**config.mk**
```make
export PLATFORM = sky130hd
export DESIGN_NAME = wb_rr_arbiter2
export DESIGN_NICKNAME = d
export VERILOG_FILES = /design/src/rtl/wb_arb_pkg.sv /design/src/rtl/wb_bus_watchdog.sv /design/src/rtl/wb_rr_arbiter2.sv
export SDC_FILE = /design/constraint.sdc
export NUM_CORES = 1
export LEC_CHECK = 0
export CORE_AREA = 2 2 125 127
export CTS_CLUSTER_SIZE = 28
export DETAILED_ROUTE_END_ITERATION = 16
export DIE_AREA = 0 0 127 129
export PLACE_DENSITY = 0.55
export SLEW_MARGIN = 15
export SYNTH_ARGS = -nofsm -noshare
export SYNTH_HDL_FRONTEND = slang
export SYNTH_SLANG_ARGS = --single-unit
```
**constraint.sdc**
```tcl
create_clock -name clock -period 2.9 [get_ports clock]
set_input_delay 0.29 -clock clock [delete_from_list [all_inputs] [get_ports clock]]
set_output_delay 0.29 -clock clock [all_outputs]
set_load 0.01 [all_outputs]
```
**src/rtl/wb_arb_pkg.sv**
```systemverilog
// Shared definitions for the two-master Wishbone round-robin arbiter and its bus watchdog.
package wb_arb_pkg;

  typedef enum logic [1:0] {
    StIdle = 2'd0,
    StOwn0 = 2'd1,
    StOwn1 = 2'd2
  } arb_state_e;

  localparam logic [1:0] GrantNone = 2'b00;
  localparam logic [1:0] GrantM0   = 2'b01;
  localparam logic [1:0] GrantM1   = 2'b10;

  localparam int unsigned DefaultTimeoutCycles = 255;

endpackage

```
**src/rtl/wb_bus_watchdog.sv**
```systemverilog
// Bus watchdog: counts stalled strobe cycles and raises a one-cycle forced error
// once a slave has failed to respond for TIMEOUT_CYCLES cycles.
module wb_bus_watchdog
  import wb_arb_pkg::*;
#(
  parameter int unsigned TIMEOUT_CYCLES = DefaultTimeoutCycles,
  parameter int unsigned CNT_W          = 16
) (
  input  logic clock,
  input  logic reset,
  input  logic stb_i,
  input  logic ack_i,
  input  logic err_i,
  input  logic clear_i,
  output logic force_err_o
);

  localparam bit               Enabled = (TIMEOUT_CYCLES != 0);
  localparam logic [CNT_W-1:0] Limit   = CNT_W'(TIMEOUT_CYCLES - 1);

  logic [CNT_W-1:0] count_q, count_d;
  logic             force_q, force_d;
  logic             stall;

  always_comb begin
    stall   = stb_i & ~ack_i & ~err_i;
    count_d = '0;
    force_d = 1'b0;
    // Any response, idle strobe or owner change leaves the count at zero.
    if (Enabled && stall && !clear_i) begin
      if (count_q == Limit) begin
        force_d = 1'b1;
      end else begin
        count_d = count_q + CNT_W'(1);
      end
    end
  end

  always_ff @(posedge clock) begin
    if (reset) begin
      count_q <= '0;
      force_q <= 1'b0;
    end else begin
      count_q <= count_d;
      force_q <= force_d;
    end
  end

  assign force_err_o = force_q;

endmodule

```
**src/rtl/wb_rr_arbiter2.sv**
```systemverilog
// Two-master Wishbone classic arbiter: round-robin on contention, grant held for
// the owner's whole cycle, watchdog turns a hung slave into a one-cycle error.
module wb_rr_arbiter2
  import wb_arb_pkg::*;
#(
  parameter int unsigned AW             = 32,
  parameter int unsigned DW             = 32,
  parameter int unsigned TIMEOUT_CYCLES = DefaultTimeoutCycles,
  parameter int unsigned CNT_W          = 16
) (
  input  logic            clock,
  input  logic            reset,
  input  logic [AW-1:0]   m0_adr_i,
  input  logic [DW-1:0]   m0_dat_i,
  input  logic [DW/8-1:0] m0_sel_i,
  input  logic            m0_we_i,
  input  logic            m0_cyc_i,
  input  logic            m0_stb_i,
  output logic [DW-1:0]   m0_dat_o,
  output logic            m0_ack_o,
  output logic            m0_err_o,
  input  logic [AW-1:0]   m1_adr_i,
  input  logic [DW-1:0]   m1_dat_i,
  input  logic [DW/8-1:0] m1_sel_i,
  input  logic            m1_we_i,
  input  logic            m1_cyc_i,
  input  logic            m1_stb_i,
  output logic [DW-1:0]   m1_dat_o,
  output logic            m1_ack_o,
  output logic            m1_err_o,
  output logic [AW-1:0]   s_adr_o,
  output logic [DW-1:0]   s_dat_o,
  output logic [DW/8-1:0] s_sel_o,
  output logic            s_we_o,
  output logic            s_cyc_o,
  output logic            s_stb_o,
  input  logic [DW-1:0]   s_dat_i,
  input  logic            s_ack_i,
  input  logic            s_err_i,
  output logic [1:0]      grant_o
);

  arb_state_e state_q, state_d;
  logic       last_owner_q, last_owner_d;  // 0: m0 owned last, 1: m1 owned last
  logic       force_err;
  logic       owner_change;

  // Next-state: registered arbitration from idle, same-cycle re-arbitration on release.
  always_comb begin
    state_d      = state_q;
    last_owner_d = last_owner_q;
    unique case (state_q)
      StIdle: begin
        if (m0_cyc_i && m1_cyc_i) begin
          state_d = last_owner_q ? StOwn0 : StOwn1;
        end else if (m0_cyc_i) begin
          state_d = StOwn0;
        end else if (m1_cyc_i) begin
          state_d = StOwn1;
        end
      end
      StOwn0: begin
        if (!m0_cyc_i) begin
          last_owner_d = 1'b0;
          state_d      = m1_cyc_i ? StOwn1 : StIdle;
        end
      end
      StOwn1: begin
        if (!m1_cyc_i) begin
          last_owner_d = 1'b1;
          state_d      = m0_cyc_i ? StOwn0 : StIdle;
        end
      end
      default: state_d = StIdle;
    endcase
  end

  always_ff @(posedge clock) begin
    if (reset) begin
      state_q      <= StIdle;
      last_owner_q <= 1'b1;
    end else begin
      state_q      <= state_d;
      last_owner_q <= last_owner_d;
    end
  end

  assign owner_change = (state_d != state_q);

  // Bus mux; during a forced error the strobe is withheld and a late ack is dropped.
  always_comb begin
    s_adr_o  = '0;
    s_dat_o  = '0;
    s_sel_o  = '0;
    s_we_o   = 1'b0;
    s_cyc_o  = 1'b0;
    s_stb_o  = 1'b0;
    m0_ack_o = 1'b0;
    m0_err_o = 1'b0;
    m1_ack_o = 1'b0;
    m1_err_o = 1'b0;
    grant_o  = GrantNone;
    unique case (state_q)
      StOwn0: begin
        s_adr_o  = m0_adr_i;
        s_dat_o  = m0_dat_i;
        s_sel_o  = m0_sel_i;
        s_we_o   = m0_we_i;
        s_cyc_o  = m0_cyc_i;
        s_stb_o  = m0_stb_i & ~force_err;
        m0_ack_o = s_ack_i & ~force_err;
        m0_err_o = s_err_i | force_err;
        grant_o  = GrantM0;
      end
      StOwn1: begin
        s_adr_o  = m1_adr_i;
        s_dat_o  = m1_dat_i;
        s_sel_o  = m1_sel_i;
        s_we_o   = m1_we_i;
        s_cyc_o  = m1_cyc_i;
        s_stb_o  = m1_stb_i & ~force_err;
        m1_ack_o = s_ack_i & ~force_err;
        m1_err_o = s_err_i | force_err;
        grant_o  = GrantM1;
      end
      default: ;
    endcase
  end

  assign m0_dat_o = s_dat_i;
  assign m1_dat_o = s_dat_i;

  wb_bus_watchdog #(
    .TIMEOUT_CYCLES(TIMEOUT_CYCLES),
    .CNT_W         (CNT_W)
  ) u_watchdog (
    .clock      (clock),
    .reset      (reset),
    .stb_i      (s_stb_o),
    .ack_i      (s_ack_i),
    .err_i      (s_err_i),
    .clear_i    (owner_change),
    .force_err_o(force_err)
  );

endmodule
```
# --- After elaboration in Yosys (flattened, before gate mapping) ---
# Cells that the tools add are included.
word_totals:
  ff_bits: 20
  latch_bits: 0
  mem_bits_rw: 0
  romBits: 0
  elab_cells: 53
  memories: 0
classes:
  add_sub_neg: 1
  multipliers: 0
  div: 0
  order_cmp: 0
  n_eq_ne: 6
  n_shift: 0
  muxes: 24
  bitwise_logic: 10
  reduce_logical: 8
ops:
  columns: ["operator", "n"]
  rows:
  - ["one-hot mux 32 bit (2 select lines)", 2]
  - ["adder 16 x 1 -> 16 bit (second input constant)", 1]
  - ["equality test 16 x 8 -> 1 bit (second input constant)", 1]
  - ["2-to-1 mux 2 bit", 7]
  - ["2-to-1 mux 1 bit", 8]
  - ["one-hot mux 1 bit (2 select lines)", 4]
  - ["one-hot mux 4 bit (2 select lines)", 1]
  - ["one-hot mux 2 bit (3 select lines)", 1]
  - ["bitwise AND 1 bit", 5]
  - ["!= test 2 bit (second input constant)", 2]
  - ["NOT 1 bit", 4]
  - ["one-hot mux 2 bit (2 select lines)", 1]
  - ["AND reduction 3 bit", 1]
  - ["OR reduction 3 bit", 1]
  - ["equality test 2 x 1 -> 1 bit (second input constant)", 1]
  - ["equality test 2 bit (second input constant)", 1]
  - ["logical AND 1 bit", 2]
  - ["logical NOT 2 bit", 1]
  - ["!= test 2 bit", 1]
  - ["nonzero test 2 bit", 1]
  - ["OR reduction 2 bit", 1]
  - ["logical NOT 1 bit", 1]
  - ["bitwise OR 1 bit", 1]

# --- Depth between registers and ports, before layout ---
# Gate-level depths: netlist of run 1.
depth:
  word_depth: 9
  mapped_depth: 10
  mapped_depth_nobuf: 7

# --- Modules after synthesis ---
# From an unflattened synthesis of run 1, not the netlist that was laid out.
unflattened:
  cells_unflattened: 354
  hier_area_um2: 2685.1
by_module_without_submodules:
  columns: ["mod", "instances", "cells_each", "area_each_um2", "seq_area_each_um2"]
  rows:
  - ["wb_rr_arbiter2", 1, 269, 1923.1, 60.1]
  - ["wb_bus_watchdog", 1, 85, 762.0, 340.3]

# --- Least setup slack after synthesis of run 1 ---
# Ideal clock, no wire load.
synth_timing:
  kind: "reg-to-reg"
  start: "reg state_q[0]"
  end: "reg u_watchdog.count_q[10]"
  setup_ns: 0.078
  arrival_ns: 2.145
  path_slack_ns: 0.677
  stages_incl_launch_ff: 9
  n_path_buf: 2
  path_cell_list: "dfxtp_1 inv_1 ha_1 buf_4 mux2i_1 nor3b_1 o311ai_2 buf_2 nor3_1"
synth_lines:
  columns: ["item", "line", "text"]
  rows:
  - ["start, declared", "wb_rr_arbiter2.sv:43", "arb_state_e state_q, state_d;"]
  - ["start signal, assigned", "wb_rr_arbiter2.sv:80", "state_q <= StIdle;"]
  - ["start signal, assigned", "wb_rr_arbiter2.sv:83", "state_q <= state_d;"]
  - ["equality test 2 bit or equality test 2 x 1 -> 1 bit (tied branches)", "wb_rr_arbiter2.sv:103", "unique case (state_q)"]
  - ["one-hot mux 1 bit (2 select lines) (*)", "wb_rr_arbiter2.sv:103", null]
  - ["named net s_stb_o", "wb_rr_arbiter2.sv:36", "output logic s_stb_o,"]
  - ["bitwise AND 1 bit (*) (2 in series)", "wb_bus_watchdog.sv:26", "stall = stb_i & ~ack_i & ~err_i;"]
  - ["logical AND 1 bit (*)", "wb_bus_watchdog.sv:30", "if (Enabled && stall && !clear_i) begin"]
  - ["NOT 1 bit (no line) (*)", null, null]
  - ["OR reduction 3 bit (no line) (*)", null, null]
  - ["end signal, assigned", "wb_bus_watchdog.sv:44", "count_q <= count_d;"]
  - ["end, declared", "wb_bus_watchdog.sv:21", "logic [CNT_W-1:0] count_q, count_d;"]
# Mark *: on every way through the listed nets, which the timed path passes. The rest lies on a longest branch.
# A chain may end at the register's enable or synchronous reset.

# --- Final worst setup path of run 1 ---
layout_timing:
  start: "reg state_q[0]"
  end: "out s_dat_o[9]"
layout_between:
  elab_chain_len: 2
layout_lines:
  columns: ["item", "line", "text"]
  rows:
  - ["equality test 2 bit or equality test 2 x 1 -> 1 bit (tied branches)", "wb_rr_arbiter2.sv:103", null]
  - ["one-hot mux 32 bit (2 select lines) (*)", "wb_rr_arbiter2.sv:103", null]
  - ["end, declared", "wb_rr_arbiter2.sv:32", "output logic [DW-1:0] s_dat_o,"]
# Every way passes the cells marked *; elsewhere a longest branch is shown, timed or not.

==> flow_summary.toml, run 1 <==
[clocking]
clk_latency_ns = 0.25
cts_made_buffers = 3
clk_pin_slew_ns = 0.06
h-tree-depth = 1
cts_max_path_buffers = 2
cts_sinks = 20
cts_resized = 0
hold_buffers = 0
cts_root_buf = "clkbuf_16"
cts_setup_buffers = 0
cts_tree = "built"

[worst_setup_path]
cp.arrival_ns = 2.35
crit_path_end_kind = "output pin"
slowest_delay_ns = 0.59
reg2reg_to = "u_watchdog.count_q[2]"
start_kind = "register"
reg2reg_setup_slack_ns = 0.42
cp_cell_sequence = "inv_1 -> ha_2 -> buf_4 -> nor2b_1 -> clkdlybuf4s50_1"
reg2reg_from = "state_q[0]"
crit_start = "state_q[0]"
slowest_stage = "clkdlybuf4s50_1"
setup.worst_path.class = "register to output pin"
reg2regPathDepth = 9
cp_max_fo = 33
critPathBufInv = 3
crit_family = "buffers and inverters"
required_ns = 2.61

[synthesis]
synth_top_family_by_area = "simple AND/OR/NAND/NOR gates"
post_synth.cell_area_avg_um2 = 7.63
yosys_register_bits = 20
synth-compound-area-share_pct = 24.0
synth-simple-area-share_pct = 29.1
synth_edf_count = 0
syn_area_um2 = 2730
synthArstFlopShare_pct = 0
synth_fa_ha_area_share_pct = 3.66
synth_mux_area_share_pct = 0.778
ys_warn_count = 0
synth_fp_nets = 544
ys.flop_type = "dfxtp_1"
ys_types = 40
seq_area_frac_synth_pct = 14.7
synth_xor_area_share_pct = 4.49
syn_inst = 358

[power]
p_clk_share_pct = 20.0
p_int_uw = 1020
leakage_uw = 0.00149
total_power_uw = 1550
power_frac_comb_pct = 61.0
power_per_cell_area_nw_per_um2 = 325
pwr-share-seq_pct = 18.9
power_switching_uw = 526
ir_worst_vdd_v = 0.000292
sw_frac_of_total_pct = 33.9

[route]
ant_nets = 0
dr_total_vias = 3110
drt_wl_total_um = 12400
dr.pass1.iters = 4
routed_via_density = 4.53
drc = 0
drt_iter0_drc = 202
routedWlPerCell_um = 18.0

[sta]
rsz0062_at_grt = "false"
setup-violations-final = 0
hold_viol_final = 0
period_share_pct = 91.1
skew_ns = 0.00447
relSlewSlack_pct = 64.8
report.final.slew_viol_count = 0
fmax_mhz = 379
tightest_slew_ns = 0.515
setup_tns_ns = 0
min_period_ns = 2.64

[floorplanning]
fp.dieW_um = 127
dieArea_um2 = 16400
rows = 45
core_area_um2 = 15000
start_util_pct = 18.2
ios = 319
die_h_um = 129

[placed_design]
port_buffers = 222
globalplace.congestion = 0.834
place_inst = 683
dpl.hpwl_um = 10100

[layout]
drive_above_1_share_pct = 3.81
area_growth_pct = 74.5
final-instance-count-excl-fill = 687
final_nets = 686
layout_common_cells = "222 x clkdlybuf4s50_1, 71 x nor2b_1, 70 x a22oi_1"
antenna_cells = 0
layout_commonest_cell = "clkdlybuf4s50_1"

[min_path]
hold_class = "register to register"
hold_path_end = "u_watchdog.count_q[0]"
hp-start = "u_watchdog.count_q[0]"
hold_path_depth = 1

[global_route]
grt_busiest_layer = "met2"
grt-ovfl-total = 0
grt_pass1_wl_um = 17700
use_met1_pct = 17.1
grt_pass1_vias = 3122
antenna_found_initial = 0
grt_usage_pct = 13.4
globalRouteMet3Util_pct = 2.83
grt_max_degree = 41
use_met2_pct = 24.0

[status]
status = "completed"

[job]
max_cap_violations = 0
-- cell usage after synthesis, types with 3 or more instances --
cell type  instances  area (µm²)
buf_4             65         488
a22oi_1           70         526
xnor2_1            6        52.6
dfxtp_1           20         400
nand4_1            3        18.8
buf_2              3        15.0
nand3_1           10        50.1
nor2b_1           71         444
o21a_1             4        30.0
clkbuf_1          17        63.8
nor3_1            10        50.1
and3b_1            3        26.3
buf_1              6        22.5
xor2_1             8        70.1
nor4_1             8        50.1
ha_1               8         100
inv_1              6        22.5
and3_1             4        25.0
nor2_1             6        22.5
nand2_1            7        26.3
-- logic make-up after synthesis --
group                    Yosys count
buffers and inverters             99
flip-flops                        20
adder cells (fa/ha/maj)            8
AO/OA/AOI/OAI                     86
XOR/XNOR                          14
AND/OR/NAND/NOR                  129
multiplexers                       2
-- area by class of cell --
class,instances,area (µm²)
multi-input combinational,239,1700
clock buffer,4,88.8
inverter,6,22.5
timing repair buffer,230,2320
tap,188,235
sequential,20,400
fill,1587,10200
-- layer usage --
layer / routed length [µm] / vias up
met4: 68 / 0
met1: 5140 / 1447
met3: 969 / 4
met5: 0 / -
li1: - / 1494
met2: 6190 / 165
-- power by group through the flow --
stage	clock network (µW)	registers, µW	logic [µW]
after detailed placement	0	299	950
after global routing	331	296	1020
final	310	294	946
after floorplan	0	296	558
after CTS	319	293	955
after global placement	0	298	945
-- through the flow --
| step | util [%] | hold slack, ns | area, µm² | setup slack (ns) |
|---|---|---|---|---|
| finish | 31.8 | 0.549 | 4770 | 0.259 |
| global route | 31.8 | 0.580 | 4770 | 0.0857 |
| CTS | 31.8 | 0.553 | 4770 | 0.232 |
| detailed placement | 31.2 | 0.535 | 4680 | 0.452 |
| global placement | 31.2 | 0.543 | 4680 | 0.552 |
| floorplan | - | 0.363 | 2730 | 0.677 |
-- worst max-delay path by stage --
stage | end | slack, ns | cells past startpoint
5_1_grt | s_dat_o[9] | 0.09 | 5
6_report | s_dat_o[9] | 0.26 | 5
4_1_cts | s_dat_o[9] | 0.23 | 5
2_1_floorplan | u_watchdog.count_q[10] | 0.68 | 8
3_5_place_dp | u_watchdog.count_q[5] | 0.45 | 9
3_3_place_gp | u_watchdog.count_q[6] | 0.55 | 9
-- registers in the layout, summed over array words and instances (netlist names) --
signal,flops
last_owner_q,1
u_watchdog.force_err_o,1
state_q,2
u_watchdog.count_q,16
(Power assumes the default switching activity.)
==> run 2, diff against run 1 <==
Settings changed: CORE_AREA 2 2 125 127 to 2 2 123 125, DIE_AREA 0 0 127 129 to 0 0 125 127, PLACE_DENSITY 0.55 to 0.56, SYNTH_HIERARCHICAL from default to 1.
Clock period 2.9 ns to 2.64 ns, I/O delays scaled along.
==> flow_summary.toml, run 2 <==
[status]
status = "completed"

[layout]
final-instance-count-excl-fill = 691
area_growth_pct = 81.5
drive_above_1_share_pct = 6.11
top_regs = "u_watchdog/count_q: 16 flops, state_q: 2 flops"
seqCellArea_um2 = 405
final_nets = 694
multi_input_area_um2 = 1700
largest_reg_flops = 16
layout_commonest_cell = "clkdlybuf4s50_1"
fillers = 1512
fin_area_um2 = 4870
layout_common_cells = "220 x clkdlybuf4s50_1, 70 x nor2b_1, 69 x a22oi_1"
antenna_cells = 0
regMostFlops = "u_watchdog/count_q"

[floorplanning]
die_h_um = 127
core_area_um2 = 14400
dieArea_um2 = 15900
start_util_pct = 18.6
fp.dieW_um = 125
ios = 319
rows = 44

[synthesis]
synth_fp_nets = 540
synth_edf_count = 0
ys_warn_count = 6
syn_area_um2 = 2690
seq_area_frac_synth_pct = 14.9
ys.flop_type = "dfxtp_1"
post_synth.cell_area_avg_um2 = 7.58
synthArstFlopShare_pct = 0
synth_area_leaders = "a22oi_1 19%, buf_4 18%, nor2b_1 16%, dfxtp_1 15%, ha_1 3.7%"
synth_area_leader_cell = "a22oi_1"
syn_inst = 354
synth.most_common_cell = "nor2b_1"
synth_top_area_share_pct = 19.3
yosys_register_bits = 20
synthTopCellsByCount = "70 x nor2b_1, 69 x a22oi_1, 64 x buf_4, 21 x nor2_1, 20 x dfxtp_1"
ys_types = 42

[worst_setup_path]
crit_family = "buffers and inverters"
setup.worst_path.class = "register to output pin"
required_ns = 2.38
slowest_stage = "clkdlybuf4s50_1"
crit_path_end_kind = "output pin"
cp_max_fo = 44
critPathBufInv = 3
cp_cell_sequence = "inv_1 -> ha_2 -> buf_12 -> nor2b_1 -> clkdlybuf4s50_1"
cp.arrival_ns = 2.22
slowest_delay_ns = 0.58
start_kind = "register"

[job]
max_cap_violations = 0

[power]
ir_worst_vdd_v = 0.000453
power_per_cell_area_nw_per_um2 = 386
leakage_uw = 0.00154
total_power_uw = 1880

[placed_design]
preCtsSetupSlack_ns = -0.0380
place_inst = 682
globalplace.congestion = 0.872
place_area_um2 = 4670
port_buffers = 222
dpl.hpwl_um = 9800

[clocking]
h-tree-depth = 1
cts_sinks = 20
clk_pin_slew_ns = 0.05
cts_tree = "built"
clk_latency_ns = 0.25
cts_root_buf = "clkbuf_16"
cts_made_buffers = 3
cts_max_path_buffers = 2

[global_route]
grt_pass1_vias = 3199
grt_max_degree = 64
grt_usage_pct = 13.8
grt-ovfl-total = 0
antenna_found_initial = 0
grt_pass1_wl_um = 17900

[sta]
hold_viol_final = 0
tightest_slew_ns = 0.353
setup_ws_ns = 0.160
skew_ns = 0.00343
period_share_pct = 94.0
relSlewSlack_pct = 76.3
report.final.slew_viol_count = 0
rsz0062_at_grt = "false"
setup-violations-final = 0
fmax_mhz = 403
min_period_ns = 2.48
holdWs_ns = 0.479

[route]
dr.pass1.iters = 5
drt_iter0_drc = 113
dr_total_vias = 3132
drc = 0
drt_wl_total_um = 12500
ant_nets = 0
routed_via_density = 4.53
routedWlPerCell_um = 18.1

[min_path]
hold_class = "register to register"
-- run 2: cell types whose count changed in the layout (fill, tap and decap cells not counted), sizes merged, moves of 3 or more --
| cell | before | now |
|---|---|---|
| nand2 | 7 | 3 |
| xor2 | 8 | 4 |
| buf | 8 | 14 |
| nor2 | 6 | 21 |
| xnor2 | 6 | 10 |
| and3 | 4 | 1 |
| nor4 | 10 | 4 |
| nor3 | 10 | 3 |
| nand3 | 10 | 4 |
| nand2b | 0 | 5 |
| nand4 | 3 | 8 |
-- run 2: per-stage QoR --
| step | util [%] | setup TNS [ns] |
|---|---|---|
| 2_1_floorplan | - | 0 |
| 3_3_place_gp | 32.4 | 0 |
| 3_5_place_dp | 32.4 | -0.375 |
| 4_1_cts | 33.1 | 0 |
| 5_1_grt | 33.8 | 0 |
| 6_report | 33.8 | 0 |
-- run 2: cell type report --
| type | count | share of cell area (%) |
|---|---|---|
| clock buffers | 4 | 1.82 |
| inverters | 6 | 0.462 |
| multi-input cells | 239 | 34.8 |
| flip-flops and latches | 20 | 8.32 |
| well taps | 184 | 4.73 |
| repair buffers | 238 | 49.8 |
-- run 2: power by group --
group / switching, µW / internal, µW / leakage [µW] / total, µW
clock network: 106 / 231 / 0.0000442 / 336
logic: 516 / 698 / 0.00134 / 1210
registers: 16.8 / 312 / 0.000163 / 329
-- run 2: timing repair --
item | CTS | global route
pin swaps | 0 | 1
cloned | 0 | 2
buffers inserted | 0 | 3
hold buffers | 0 | 0
gates resized for setup | 5 | 6
setup endpoints to repair | 20 | 42
-- run 2: worst paths after layout --
check                                      startpoint                    end  slack, ns  depth (start not counted)
worst min register to register  u_watchdog/count_q[0]  u_watchdog/count_q[0]       0.48                          1
worst max-delay path                       state_q[1]             s_dat_o[8]       0.16                          5
worst max register to register             state_q[1]  u_watchdog/count_q[2]       0.23                         10
worst min-delay path            u_watchdog/count_q[0]  u_watchdog/count_q[0]       0.48                          1
-- run 2: worst reg2reg max path, stage by stage, from the launching register on --
cell and delay, ns:
dfxtp_2 0.36, inv_1 0.18, ha_2 0.28, a32oi_2 0.14, buf_4 0.17, o221ai_1 0.16
nand4_1 0.09, or4_1 0.53, nand2b_1 0.20, buf_12 0.16, nor2_1 0.10
-- run 2: cell families (layout without fill, tap and decap cells) --
logic type / count (synthesis) / count (layout) / synth area share [%]
adders and majority gates: 8 / 8 / 3.73
DFF: 20 / 20 / 14.9
buffers and inverters: 95 / 248 / 23.2
xor gates and xnor gates: 14 / 14 / 4.57
muxes: 2 / 2 / 0.792
and+or+nand+nor: 129 / 129 / 28.1
AOI/OAI and AO/OA: 86 / 86 / 24.7
-- run 2: routing by layer --
metal  wire, µm  track usage (%)  up-vias
met3       1310             5.70        7
met5          0                0        -
met2       6210             24.2      166
li1           -                -     1496
met1       4940             16.3     1463
met4         42             1.37        0
==> run 3, diff against run 2 <==
Settings changed: GPL_TIMING_DRIVEN from default to 0, SKIP_CTS_REPAIR_TIMING from default to 1.
==> flow_summary.toml, run 3 (same netlist as run 2, synthesis figures left out) <==
[floorplanning]
start_util_pct = 18.6
core_area_um2 = 14400
fp.dieW_um = 125
ios = 319
die_h_um = 127
dieArea_um2 = 15900
rows = 44

[global_route]
grt_max_degree = 12
grt-ovfl-total = 0
grt_pass1_vias = 3596
antenna_found_initial = 0
grt_pass1_wl_um = 20700
grt_usage_pct = 16.2

[power]
total_power_uw = 2030
leakage_uw = 0.00225
ir_worst_vdd_v = 0.000307
power_per_cell_area_nw_per_um2 = 341

[sta]
setup_ws_ns = 0.113
relSlewSlack_pct = 73.6
holdWs_ns = 0.477
tightest_slew_ns = 0.393
fmax_mhz = 396
report.final.slew_viol_count = 0
min_period_ns = 2.53
skew_ns = 0.000965
rsz0062_at_grt = "true"
hold_viol_final = 0
setup-violations-final = 0
period_share_pct = 95.7

[layout]
layout_commonest_cell = "clkdlybuf4s50_1"
fillers = 1442
drive_above_1_share_pct = 16.0
largest_reg_flops = 16
antenna_cells = 0
multi_input_area_um2 = 1680
final_nets = 832
regMostFlops = "u_watchdog/count_q"
layout_common_cells = "277 x clkdlybuf4s50_1, 70 x nor2b_1, 69 x a22oi_1"
top_regs = "u_watchdog/count_q: 16 flops, state_q: 2 flops"
seqCellArea_um2 = 405
area_growth_pct = 122

[placed_design]
port_buffers = 286
preCtsSetupSlack_ns = -0.213
dpl.hpwl_um = 12100
globalplace.congestion = 0.869

[worst_setup_path]
crit_path_end_kind = "output pin"
slowest_stage = "clkdlybuf4s50_1"
setup.worst_path.class = "register to output pin"
start_kind = "register"
cp_max_fo = 10
cp.arrival_ns = 2.26
crit_family = "buffers and inverters"
cp_cell_sequence = "inv_2 -> ha_2 -> clkbuf_1 -> nor2b_1 -> clkdlybuf4s50_1"
slowest_delay_ns = 0.56
critPathBufInv = 3
required_ns = 2.38

[clocking]
cts_tree = "built"
cts_sinks = 20
cts_max_path_buffers = 2
clk_pin_slew_ns = 0.05
h-tree-depth = 1
cts_made_buffers = 3
clk_latency_ns = 0.25
cts_root_buf = "clkbuf_16"

[route]
ant_nets = 0
routed_via_density = 4.33
drt_wl_total_um = 14200
drt_iter0_drc = 112
drc = 0
dr_total_vias = 3589
routedWlPerCell_um = 17.2
dr.pass1.iters = 4

[job]
max_cap_violations = 0

[min_path]
hold_class = "register to register"

[status]
status = "completed"
run 3: cell types whose count changed in the layout (fill, tap and decap cells not counted), moves of 4 or more:
cell | previous run | this run
buf_2 | 0 | 5
dlymetal6s2s_1 | 0 | 9
clkbuf_2 | 0 | 13
buf_4 | 9 | 66
clkdlybuf4s50_1 | 220 | 277
buf_12 | 4 | 0
run 3: path summary, 6_finish.rpt:
check	start	end	slack, ns	depth (start not counted)
min	u_watchdog/count_q[0]	u_watchdog/count_q[0]	0.48	1
max	state_q[1]	s_adr_o[18]	0.11	5
min reg2reg	u_watchdog/count_q[0]	u_watchdog/count_q[0]	0.48	1
max reg2reg	state_q[0]	u_watchdog/count_q[6]	0.17	11
run 3: per-layer routing:
layer	track usage, %	share of wire, %
met3	3.81	6.6
met1	19.6	41
met5	0	0
met2	30.2	52
met4	1.76	1.2
run 3: final cells by class:
type	instances	area share (%)
Clock buffer	4	1.49
Buffer	89	10.6
Tap cell	184	3.87
Timing Repair Buffer	287	48.6
Multi-Input combinational cell	239	28.3
Inverter	6	0.378
Sequential cell	20	6.81
run 3: per-stage QoR:
step | instance area, µm² | setup TNS, ns | cells | util [%]
6_report | 5950 | 0 | 829 | 41.3
5_1_grt | 5950 | -0.115 | 829 | 41.3
4_1_cts | 5870 | -14.14 | 828 | 40.7
3_5_place_dp | 5780 | -2.43 | 824 | 40.1
3_3_place_gp | 5780 | -1.99 | 824 | 40.1
2_1_floorplan | 2690 | 0 | 354 | -
run 3: worst reg2reg max path, stage by stage, from the launching register on:
cell and delay (ns):
dfxtp_4 0.36, buf_4 0.15, ha_1 0.27, nand2b_1 0.20, a21oi_2 0.15, a2111o_1 0.12
nand4_1 0.09, or4_4 0.53, nand2b_1 0.17, buf_6 0.14, buf_6 0.13, nor2_1 0.10
run 3: report_power, final:
group	switching, µW	internal [µW]	total (µW)
clock	109	231	340
combinational	567	798	1370
sequential	11.3	312	323
